--- src/rtl/alu_op_sequencer.sv ---
// -----------------------------------------------------------------------------
// alu_op_sequencer
//
// Collects a three-byte command (opcode, operand A, operand B) from a
// valid/ready byte stream, presents the operands and opcode to an external
// combinational ALU, captures its result and offers it on a valid/ready
// result port together with illegal/zero flags.
//
// Optional feature (compile-time macro ALU_SEQ_ACCUM_EN):
//   Adds an 8-bit accumulator that is loaded with every legal result.
//   Opcodes 8..11 then become accumulator commands: the A byte is not
//   requested, alu_a is taken from the accumulator and the ALU sees
//   opcode {1'b0, opcode[2:0]}. Opcodes 12..15 remain illegal.
//   With the macro undefined there is no accumulator and 4..15 are illegal.
//
// Parameters:
//   IDLE_TIMEOUT  cycles a partial command may stall waiting for an operand
//                 byte before it is discarded; 0 disables the timeout.
//
// Ports:
//   clk          rising-edge clock
//   rst_n        asynchronous active-low reset
//   in_data      command/operand byte
//   in_valid     byte offered
//   in_ready     byte accepted (IDLE, GET_A, GET_B only)
//   alu_a/alu_b  registered operands to the ALU
//   alu_opcode   registered opcode to the ALU (valid from ISSUE through HOLD)
//   alu_result   combinational ALU result
//   out_data     captured result (0x00 for an illegal opcode)
//   out_valid    result offered; held until out_ready
//   out_ready    result accepted
//   out_illegal  opcode was illegal (qualified by out_valid)
//   out_zero     legal result equal to zero (qualified by out_valid)
//   busy         a command is in progress (state != IDLE)
//   timeout      one-cycle pulse when a stalled partial command is dropped
//
// Timing: the B byte transfers at edge T, ISSUE occupies [T, T+1), and
// out_valid is registered at T+1, so a consumer first samples it high at the
// second rising edge after the B transfer. A timeout is registered at the end
// of the IDLE_TIMEOUT-th consecutive stalled cycle; a byte transferring in
// that same cycle takes priority.
// -----------------------------------------------------------------------------
module alu_op_sequencer #(
  parameter int IDLE_TIMEOUT = 255
) (
  input  logic       clk,
  input  logic       rst_n,
  input  logic [7:0] in_data,
  input  logic       in_valid,
  output logic       in_ready,
  output logic [7:0] alu_a,
  output logic [7:0] alu_b,
  output logic [3:0] alu_opcode,
  input  logic [7:0] alu_result,
  output logic [7:0] out_data,
  output logic       out_valid,
  input  logic       out_ready,
  output logic       out_illegal,
  output logic       out_zero,
  output logic       busy,
  output logic       timeout
);

  localparam int CNT_W = (IDLE_TIMEOUT > 0) ? $clog2(IDLE_TIMEOUT + 1) : 1;
  localparam logic [CNT_W-1:0] CNT_LIMIT = CNT_W'(IDLE_TIMEOUT);
  localparam bit TIMEOUT_EN = (IDLE_TIMEOUT != 0);

  typedef enum logic [2:0] {
    S_IDLE,
    S_GET_A,
    S_GET_B,
    S_ISSUE,
    S_HOLD
  } state_t;

  state_t           state;
  logic [3:0]       opcode_q;
  logic [CNT_W-1:0] wait_cnt;
  logic [CNT_W-1:0] wait_cnt_inc;
  logic             cnt_expired;
  logic             xfer;
  logic             op_is_accum;
  logic             op_legal;
  logic [3:0]       issue_opcode;

`ifdef ALU_SEQ_ACCUM_EN
  logic [7:0] acc;
  logic       in_is_accum;

  assign in_is_accum = in_data[3] & (in_data[2:0] <= 3'd3);
  assign op_is_accum = opcode_q[3] & (opcode_q[2:0] <= 3'd3);
`else
  assign op_is_accum = 1'b0;
`endif

  // in_ready is decoded straight from the state register so a sender sees
  // back-pressure in ISSUE/HOLD without an extra cycle of delay.
  assign in_ready = (state == S_IDLE) | (state == S_GET_A) | (state == S_GET_B);
  assign xfer     = in_valid & in_ready;

  assign op_legal     = (opcode_q <= 4'd3) | op_is_accum;
  assign issue_opcode = op_is_accum ? {1'b0, opcode_q[2:0]} : opcode_q;

  // Expiry means this stalled cycle would be the IDLE_TIMEOUT-th in a row.
  assign wait_cnt_inc = wait_cnt + CNT_W'(1);
  assign cnt_expired  = TIMEOUT_EN && (wait_cnt_inc == CNT_LIMIT);

  // NOTE: all state here is updated with non-blocking assignments so every
  // register samples the pre-edge values; blocking assignments would make the
  // result depend on statement order and mismatch between sim and synthesis.
  always_ff @(posedge clk or negedge rst_n) begin
    if (!rst_n) begin
      state       <= S_IDLE;
      opcode_q    <= '0;
      wait_cnt    <= '0;
      alu_a       <= '0;
      alu_b       <= '0;
      alu_opcode  <= '0;
      out_data    <= '0;
      out_valid   <= 1'b0;
      out_illegal <= 1'b0;
      out_zero    <= 1'b0;
      busy        <= 1'b0;
      timeout     <= 1'b0;
    end else begin
      timeout <= 1'b0;
      case (state)
        S_IDLE: begin
          if (xfer) begin
            opcode_q <= in_data[3:0];
            wait_cnt <= '0;
            busy     <= 1'b1;
`ifdef ALU_SEQ_ACCUM_EN
            if (in_is_accum) begin
              alu_a <= acc;
              state <= S_GET_B;
            end else begin
              state <= S_GET_A;
            end
`else
            state <= S_GET_A;
`endif
          end
        end

        S_GET_A: begin
          if (xfer) begin
            alu_a    <= in_data;
            wait_cnt <= '0;
            state    <= S_GET_B;
          end else if (cnt_expired) begin
            timeout  <= 1'b1;
            wait_cnt <= '0;
            busy     <= 1'b0;
            state    <= S_IDLE;
          end else begin
            wait_cnt <= wait_cnt_inc;
          end
        end

        S_GET_B: begin
          if (xfer) begin
            alu_b      <= in_data;
            alu_opcode <= issue_opcode;
            wait_cnt   <= '0;
            state      <= S_ISSUE;
          end else if (cnt_expired) begin
            timeout  <= 1'b1;
            wait_cnt <= '0;
            busy     <= 1'b0;
            state    <= S_IDLE;
          end else begin
            wait_cnt <= wait_cnt_inc;
          end
        end

        S_ISSUE: begin
          // Illegal opcodes still consume both operands but report 0x00.
          out_data    <= op_legal ? alu_result : 8'h00;
          out_illegal <= ~op_legal;
          out_zero    <= op_legal & (alu_result == 8'h00);
          out_valid   <= 1'b1;
          state       <= S_HOLD;
        end

        S_HOLD: begin
          if (out_ready) begin
            out_valid <= 1'b0;
            busy      <= 1'b0;
            state     <= S_IDLE;
          end
        end

        // NOTE: the default arm returns an unreachable encoding to IDLE and
        // gives every path through the case a defined next state.
        default: begin
          busy  <= 1'b0;
          state <= S_IDLE;
        end
      endcase
    end
  end

`ifdef ALU_SEQ_ACCUM_EN
  // The accumulator follows the result of every legal command as it is
  // captured, so a chained accumulator command sees it immediately.
  always_ff @(posedge clk or negedge rst_n) begin
    if (!rst_n) begin
      acc <= 8'h00;
    end else if ((state == S_ISSUE) && op_legal) begin
      acc <= alu_result;
    end
  end
`endif

endmodule

--- config.mk ---
export PLATFORM = sky130hd
export DESIGN_NAME = alu_op_sequencer
export DESIGN_NICKNAME = d
export VERILOG_FILES = /design/src/rtl/alu_op_sequencer.sv
export SDC_FILE = /design/constraint.sdc
export NUM_CORES = 1
export LEC_CHECK = 0
export ABC_AREA = 1
export CORE_ASPECT_RATIO = 0.9
export CORE_MARGIN = 5
export CORE_UTILIZATION = 34
export CTS_CLUSTER_SIZE = 8
export DETAILED_ROUTE_END_ITERATION = 10
export PLACE_DENSITY = 0.64
export SYNTH_ARGS = -nofsm -noshare
export SYNTH_HDL_FRONTEND = slang
export SYNTH_SLANG_ARGS = --single-unit
export TNS_END_PERCENT = 5
--- constraint.sdc ---
create_clock -name clk -period 2.4 [get_ports clk]
set_input_delay 0.72 -clock clk [delete_from_list [all_inputs] [get_ports clk]]
set_output_delay 0.72 -clock clk [all_outputs]
set_load 0.05 [all_outputs]
# Word level (Yosys, flattened, before mapping)

Index checks and enable logic that the tools add are counted.

$add $sub $neg: 1
Multiply operators: 0
Div/mod/pow operators: 0
Magnitude comparators: 1
Equal/unequal tests: 9
Shift operators: 0
Multiplexer cells: 20
Bitwise logic cells: 6
Reductions and logical operators: 12

Operators by type and width:

| operator                                                                         | number |
|---|---|
| 8-bit two-way mux                                                                | 4 |
| 8-bit case mux with 2 select lines                                               | 1 |
| 3-bit two-way mux                                                                | 5 |
| 3-bit case mux with 5 select lines                                               | 1 |
| 2-bit AND reduction                                                              | 6 |
| 8-bit by 1-bit adder with 8-bit output, second input constant                    | 1 |
| 8-bit equality test, second input constant                                       | 1 |
| 8-bit zero test                                                                  | 1 |
| 1-bit two-way mux                                                                | 7 |
| 3-bit by 2-bit equality test with 1-bit output, second input constant            | 2 |
| 2-bit != test, second input constant                                             | 3 |
| 5-bit AND reduction                                                              | 1 |
| 4-bit by 2-bit less-or-equal comparator with 1-bit output, second input constant | 1 |
| 1-bit case mux with 4 select lines                                               | 1 |
| 2-bit nonzero test                                                               | 2 |
| 3-bit by 1-bit equality test with 1-bit output, second input constant            | 1 |
| 3-bit equality test, second input constant                                       | 1 |
| 3-bit zero test                                                                  | 1 |
| 1-bit bitwise AND                                                                | 2 |
| 2-bit by 1-bit != test with 1-bit output, second input constant                  | 1 |
| 1-bit inverter                                                                   | 2 |
| 1-bit bitwise OR                                                                 | 2 |
| 1-bit case mux with 2 select lines                                               | 1 |
| 2-bit OR reduction                                                               | 1 |

Register bits: 48
Bits in latches: 0
RAM bits: 0
Memory bits (read-only): 0
Input bits: 20
Output and inout bits: 34
Memories kept: 0

# Logic depth before layout (Yosys ltp)

Gate-level depths: netlist (run 1).

Depth in word-level cells: 6
Gate-level depth with buffers: 12

# Worst setup path before layout (run 1)

No wires, ideal clock.

Path type: register to output
Start point: register state[2]
End point: output in_ready
Data arrival time: 1.051 ns
Slack: 0.629 ns
Stages on the path, launching flop included: 6
Path buffers: 0
Cell sequence: dfrtp_1 -> nor2_1 -> nand2_2 -> nand2_4 -> inv_1 -> nand2_2

Cells in the longest elaborated chain, start to end: 3
Elaborated cells between the ends (all ways): 5
Those cells by class: eq/ne: 2; bitwise: 2; reduce/logical: 1

Ends and longest elaborated chain:

| element                                                                           | RTL line | source |
|---|---|---|
| start: declaration                                                                | 76       | `state_t state;` |
| start signal: assignment                                                          | 113      | `state <= S_IDLE;` |
| start signal: assignment                                                          | 141      | `state <= S_GET_A;` |
| start signal: assignment                                                          | 150      | `state <= S_GET_B;` |
| 3-bit by 1-bit equality test with 1-bit output or 3-bit zero test (tied branches) | 98       | `assign in_ready = (state == S_IDLE) \| (state == S_GET_A) \| (state == S_GET_B);` |
| 1-bit bitwise OR                                                                  | 98       |  |
| 1-bit bitwise OR (*)                                                              | 98       |  |
| end: declaration                                                                  | 50       | `output logic in_ready,` |

Mark *: on every way between the ends. The rest lies on a longest branch, timed or not.

# Worst setup path in the final report (run 1)

Start point: register alu_b[1]
End point: output alu_b[1]

RTL lines:

| element                  | RTL line | source |
|---|---|---|
| start: declaration       | 52       | `output logic [7:0] alu_b,` |
| start signal: assignment | 163      | `alu_b <= in_data;` |

No word-level cell between the ends.

==> results.yml, run 1 <==
outcome:
  status: "complete, no violations"
floorplanning:
  core_area_mm2: 0.006047
  initial_utilization: 0.3437
  io-pin-count: 54
  die-area_mm2: 0.007778
  die_w_um: 92.41
  placementRows: 27
  dieHeight_um: 84.17
synth:
  async_flop_share: 1.000
  synth.most_common_cell: "nand2_1"
  synth_edf_count: 0
  synth-main-ff-cell: "dfrtp_1"
  synth.distinct_cells: 28
  postSynthCellCount: 225
  syn_area_mm2: 0.002078
  yosys.area_share.adder: 0.01204
  synth_simple_gate_area_share: 0.1933
  synth_top_family_by_area: "simple AND/OR/NAND/NOR gates"
  synth-compound-area-share: 0.1415
  yosys_warnings: 0
  synth-xor-area-share: 0
  ys_top_cells_by_count: "nand2_1, dfrtp_1, inv_1, o21ai_0, nor2_1"
  syn-num-nets: 247
  yosys-top-cells-area: "dfrtp_1, nand2_1, o21ai_0, inv_1, a22o_1"
  ys_seq_area_frac: 0.5780
  synthMuxAreaShare: 0
  yosysTopAreaCell: "dfrtp_1"
  ys_seq_elements: 48
  synth_top_area_frac: 0.5780
  syn_avg_cell_area_um2: 9.237
worst_setup_path:
  crit_buf_inv: 1
  worst_ep_arrival_time_ns: 1.50
  reg2reg_slack_ns: 0.60
  end_kind: "primary output"
  slowest_stage: "clkdlybuf4s50_1"
  startpoint_type: "flop"
  crit_chain: "clkdlybuf4s50_1"
  cpPeakStageDelay_ns: 0.82
  crit_required_ns: 1.68
  critPathKind: "flop to primary output"
  cp_top_family: "buffers and inverters"
  crit_fanout: 2
sta:
  slew_viol_final: 0
  maxSlewHeadroom: 0.6019
  tns_ns: 0
  worst_pin_slew_ns: 0.5965
  fmaxAchievable_mhz: 450.9
  period_needed_ns: 2.218
  period_share: 0.9241
  rsz0062_at_grt: "no"
  worst_hold_slack_ns: 0.3158
  hold_violations: 0
  fin_skew_ns: 0.006053
  setup_viol: 0
global_route:
  grt_pass1_wl_um: 8017
  grt_util_met3: 0.03853
  grtUsageTotal: 0.1271
  grt_max_degree: 37
  grtUsageMet1: 0.1709
  top_usage_layer: "met2"
  grt.overflow.total: 0
  grt_pass1_vias: 1697
  grt_use_met2: 0.2003
  antenna_found_initial: 0
placement:
  dpl_cell_area_mm2: 0.002714
  dp_hpwl_um: 3373
  place.port_buffers: 53
  place.gp.congestion: 0.8142
  placed_cells: 349
layout:
  fin_area_mm2: 0.002795
  fill_cells: 575
  area.growth.synth_to_final_pct: 34.50
  multi_input_area_um2: 720.7
  drive_gt1_frac: 0.08099
  fin_cells: 356
  seq_area_mm2: 0.001201
  fin_util: 0.4622
  diodes: 0
  fin_nets: 306
clocking:
  numCtsBuffers: 5
  ctsResizeCount: 0
  cts-htree-levels: 2
  cts_hold_buf: 0
  clock_latency_ns: 0.29
  clock_sinks: 48
  cts_tree: "built"
  clkSlewWorstSetupHoldPaths_ns: 0.09
  post_cts_buffers: 0
  clockBufferDepth: 2
  cts-root-buf: "clkbuf_8"
detailed_routing:
  drt_iter0_drc: 67
  wl_um: 4549
  ant_nets: 0
  route.vias.total: 1662
  viasPerCell: 4.669
  dr.pass1.iters: 4
  drc: 0
  route.detailed.wl_per_inst_um: 12.78
min_path:
  hold_path_class: "input port to async pin"
power:
  ir_drop_v: 0.0006552
  power.leakage_uw: 0.001281
  pwr_density_cell_mw_per_mm2: 1376
flow_run:
  max_cap_violations: 0
## worst paths after layout
path                            startpoint     endpoint  cells after the start
worst max-delay path              alu_b[1]     alu_b[1]                      1
worst min-delay path                 rst_n         busy                      1
worst max register to register    state[1]     out_zero                      7
worst min register to register        busy         busy                      2
max in group asynchronous            rst_n  out_data[4]                      2
min in group clk                      busy         busy                      2
## power breakdown
part	internal [µW]	leakage [µW]	total [µW]	switching, µW
sequential	1100	0.000615	1280	180
clock	198	0.0000400	454	257
combinational	697	0.000626	2110	1410
total	2000	0.00128	3850	1850
## per-layer routing
layer,share of wire,routed length (µm)
met5,0,0
met4,0.012,53
met3,0.041,187
met2,0.49,2214
met1,0.46,2094
## kinds of logic (layout without fill, tap and decap cells)
family,count (synthesis),in the layout
DFF,48,48
adders and majority gates,2,2
buffers and inverters,39,98
AOI/OAI and AO/OA,49,49
and+or+nand+nor,87,87
## final cells by class
| type | instances | area share |
|---|---|---|
| clock inverter | 2 | 0.004476 |
| tap | 72 | 0.03223 |
| multi-input combinational | 138 | 0.2578 |
| sequential | 48 | 0.4297 |
| inverter | 35 | 0.04700 |
| timing repair buffer | 56 | 0.2041 |
| clock buffer | 5 | 0.02462 |
## layout by cell type (no fill, tap or decap), types with 3 or more instances in the layout
master,netlist,layout
nor2_1,12,12
nand3_1,7,7
nand2_2,4,4
clkbuf_8,0,5
a21oi_1,3,3
nand2_1,53,53
o21ai_1,3,3
dfrtp_1,48,48
nand4_1,3,3
clkdlybuf4s50_1,0,51
o22ai_1,6,6
a22o_1,8,8
inv_1,34,34
o21ai_0,26,26
## stage by stage
stage / setup slack [ns] / total power, µW
after floorplan: 0.6293 / 2684
after global placement: 0.2715 / 3398
after detailed placement: 0.2329 / 3424
after CTS: 0.1701 / 3897
after global routing: 0.1362 / 4096
final: 0.1822 / 3846
## registers in the layout (all words and copies together) (netlist names)
| register | cells |
|---|---|
| out_zero | 1 |
| issue_opcode | 4 |
| timeout | 1 |
| alu_b | 8 |
| out_data | 8 |
| out_illegal | 1 |
| wait_cnt | 8 |
| busy | 1 |
| state | 3 |
| out_valid | 1 |
| alu_a | 8 |
| alu_opcode | 4 |
No activity file was read; power rests on OpenSTA's default activity.
==> inputs of run 2 (changes only) <==
PLACE_DENSITY = 0.67   (was 0.64)
TNS_END_PERCENT = 10   (was 5)
==> run 2 against run 1 <==
  * Clock power is 28% higher
  * Core utilization is 0.29 points higher
  * Hold slack better by 0.16 ns
  * Total power up 3.0%
  * Critical endpoint is now alu_b[2]
  * Largest cell class unchanged
  * Largest power group unchanged
==> results.yml, run 2 (synthesis results as in run 1) <==
outcome:
  status: "complete, no violations"
detailed_routing:
  wl_met1_um: 2109
  drt_iter0_drc: 89
  route.vias.total: 1650
  wl_um: 4502
  ant_nets: 0
  wl_met2_um: 2153
  viasPerCell: 4.622
  dr.pass1.iters: 4
  dr_wl_met3_um: 170
  drc: 0
  top_layer: "met4"
  route.detailed.wl_per_inst_um: 12.61
floorplanning:
  core_area_mm2: 0.006047
  placementRows: 27
  die_w_um: 92.41
  io-pin-count: 54
  initial_utilization: 0.3437
  dieHeight_um: 84.17
  die-area_mm2: 0.007778
global_route:
  grtUsageTotal: 0.1236
  grt_pass1_vias: 1686
  antenna_found_initial: 0
  grt_pass1_wl_um: 7728
  grt_max_degree: 49
  grt.overflow.total: 0
worst_setup_path:
  crit_buf_inv: 1
  startpoint_type: "flop"
  worst_ep_arrival_time_ns: 1.50
  ff2ff_path_depth: 7
  slowest_stage: "clkdlybuf4s50_1"
  critPathKind: "flop to primary output"
  r2r-start: "state[1]"
  crit_start: "alu_b[2]"
  cpPeakStageDelay_ns: 0.82
  r2r-end: "out_zero"
  worst-path-stages: 1
  cp_top_family: "buffers and inverters"
  reg2reg_slack_ns: 0.62
  crit_fanout: 2
  crit_required_ns: 1.68
  crit_chain: "clkdlybuf4s50_1"
  end_kind: "primary output"
power:
  ir_drop_v: 0.0007068
  power.leakage_uw: 0.001290
  pwr_density_cell_mw_per_mm2: 1409
layout:
  fill_cells: 566
  fin_nets: 306
  diodes: 0
  area.growth.synth_to_final_pct: 35.34
  final_common_cell: "nand2_1"
  drive_gt1_frac: 0.08421
  layout_common_cells: "nand2_1, clkdlybuf4s50_1, dfrtp_1"
placement:
  dp_hpwl_um: 3265
  place.port_buffers: 53
  place.gp.congestion: 0.7859
  pre_cts_ws_ns: 0.2169
sta:
  setup_viol: 0
  period_share: 0.9240
  fin_ws_ns: 0.1824
  slew_viol_final: 0
  worst_pin_slew_ns: 0.6044
  hold_violations: 0
  fmaxAchievable_mhz: 450.9
  rsz0062_at_grt: "no"
  period_needed_ns: 2.218
  fin_skew_ns: 0.003043
  tns_ns: 0
  maxSlewHeadroom: 0.5971
clocking:
  cts_tree: "built"
  clockBufferDepth: 2
  clock_sinks: 48
  clock_latency_ns: 0.30
  cts-htree-levels: 2
  clkSlewWorstSetupHoldPaths_ns: 0.09
  ctsResizeCount: 0
  cts_hold_buf: 0
  cts-root-buf: "clkbuf_8"
  post_cts_buffers: 0
  numCtsBuffers: 5
min_path:
  holdPathStages: 2
  hold_end: "busy"
  hold_path_class: "flop to flop"
  hold_start: "busy"
flow_run:
  max_cap_violations: 0
[run 2: cell types whose count changed in the layout (fill, tap and decap cells not counted)]
cell / previous run / this run
bufinv_16: 0 / 1
buf_4: 2 / 3
buf_12: 2 / 1
[run 2: worst min-delay path, stage by stage, from the launching register on]
cell	delay [ns]
dfrtp_1	0.35
nand2_1	0.05
nand2_1	0.04
[run 2: layout make-up]
type / instances / area (µm²) / share of cell area
Clock inverter: 3 / 42.54 / 0.01512
Inverter: 35 / 131.4 / 0.04671
Sequential cell: 48 / 1201 / 0.4270
Multi-Input combinational cell: 138 / 720.7 / 0.2562
Clock buffer: 5 / 68.82 / 0.02447
Tap cell: 72 / 90.09 / 0.03203
Timing Repair Buffer: 56 / 558.0 / 0.1984
[run 2: how the worst max path moves through the flow]
stage / slack [ns] / end
final: 0.18 / alu_b[2]
after global routing: 0.13 / alu_opcode[2]
after CTS: 0.16 / alu_b[2]
after detailed placement: 0.22 / alu_b[2]
after global placement: 0.26 / alu_opcode[3]
after floorplan: 0.63 / in_ready
[run 2: per-layer routing]
| layer | up-vias | global-route usage |
|---|---|---|
| li1 | 844 | - |
| met3 | 8 | 0.03495 |
| met4 | 0 | 0.04453 |
| met5 | - | 0 |
| met2 | 19 | 0.2029 |
| met1 | 779 | 0.1557 |
[run 2: report_power, final]
group          switching (µW)  internal [µW]
clock                     272            308
sequential                174           1100
combinational            1410            696
[run 2: stage by stage]
stage | std cells | util | power (µW) | hold WS, ns | area [µm²]
floorplan | 225 | - | 2684 | 0.4244 | 2078
finish | 357 | 0.4651 | 3963 | 0.4791 | 2813
detailed placement | 349 | 0.4467 | 3421 | 0.4656 | 2701
global placement | 349 | 0.4467 | 3395 | 0.4584 | 2701
global route | 357 | 0.4651 | 4215 | 0.5091 | 2813
CTS | 357 | 0.4651 | 4023 | 0.4880 | 2813
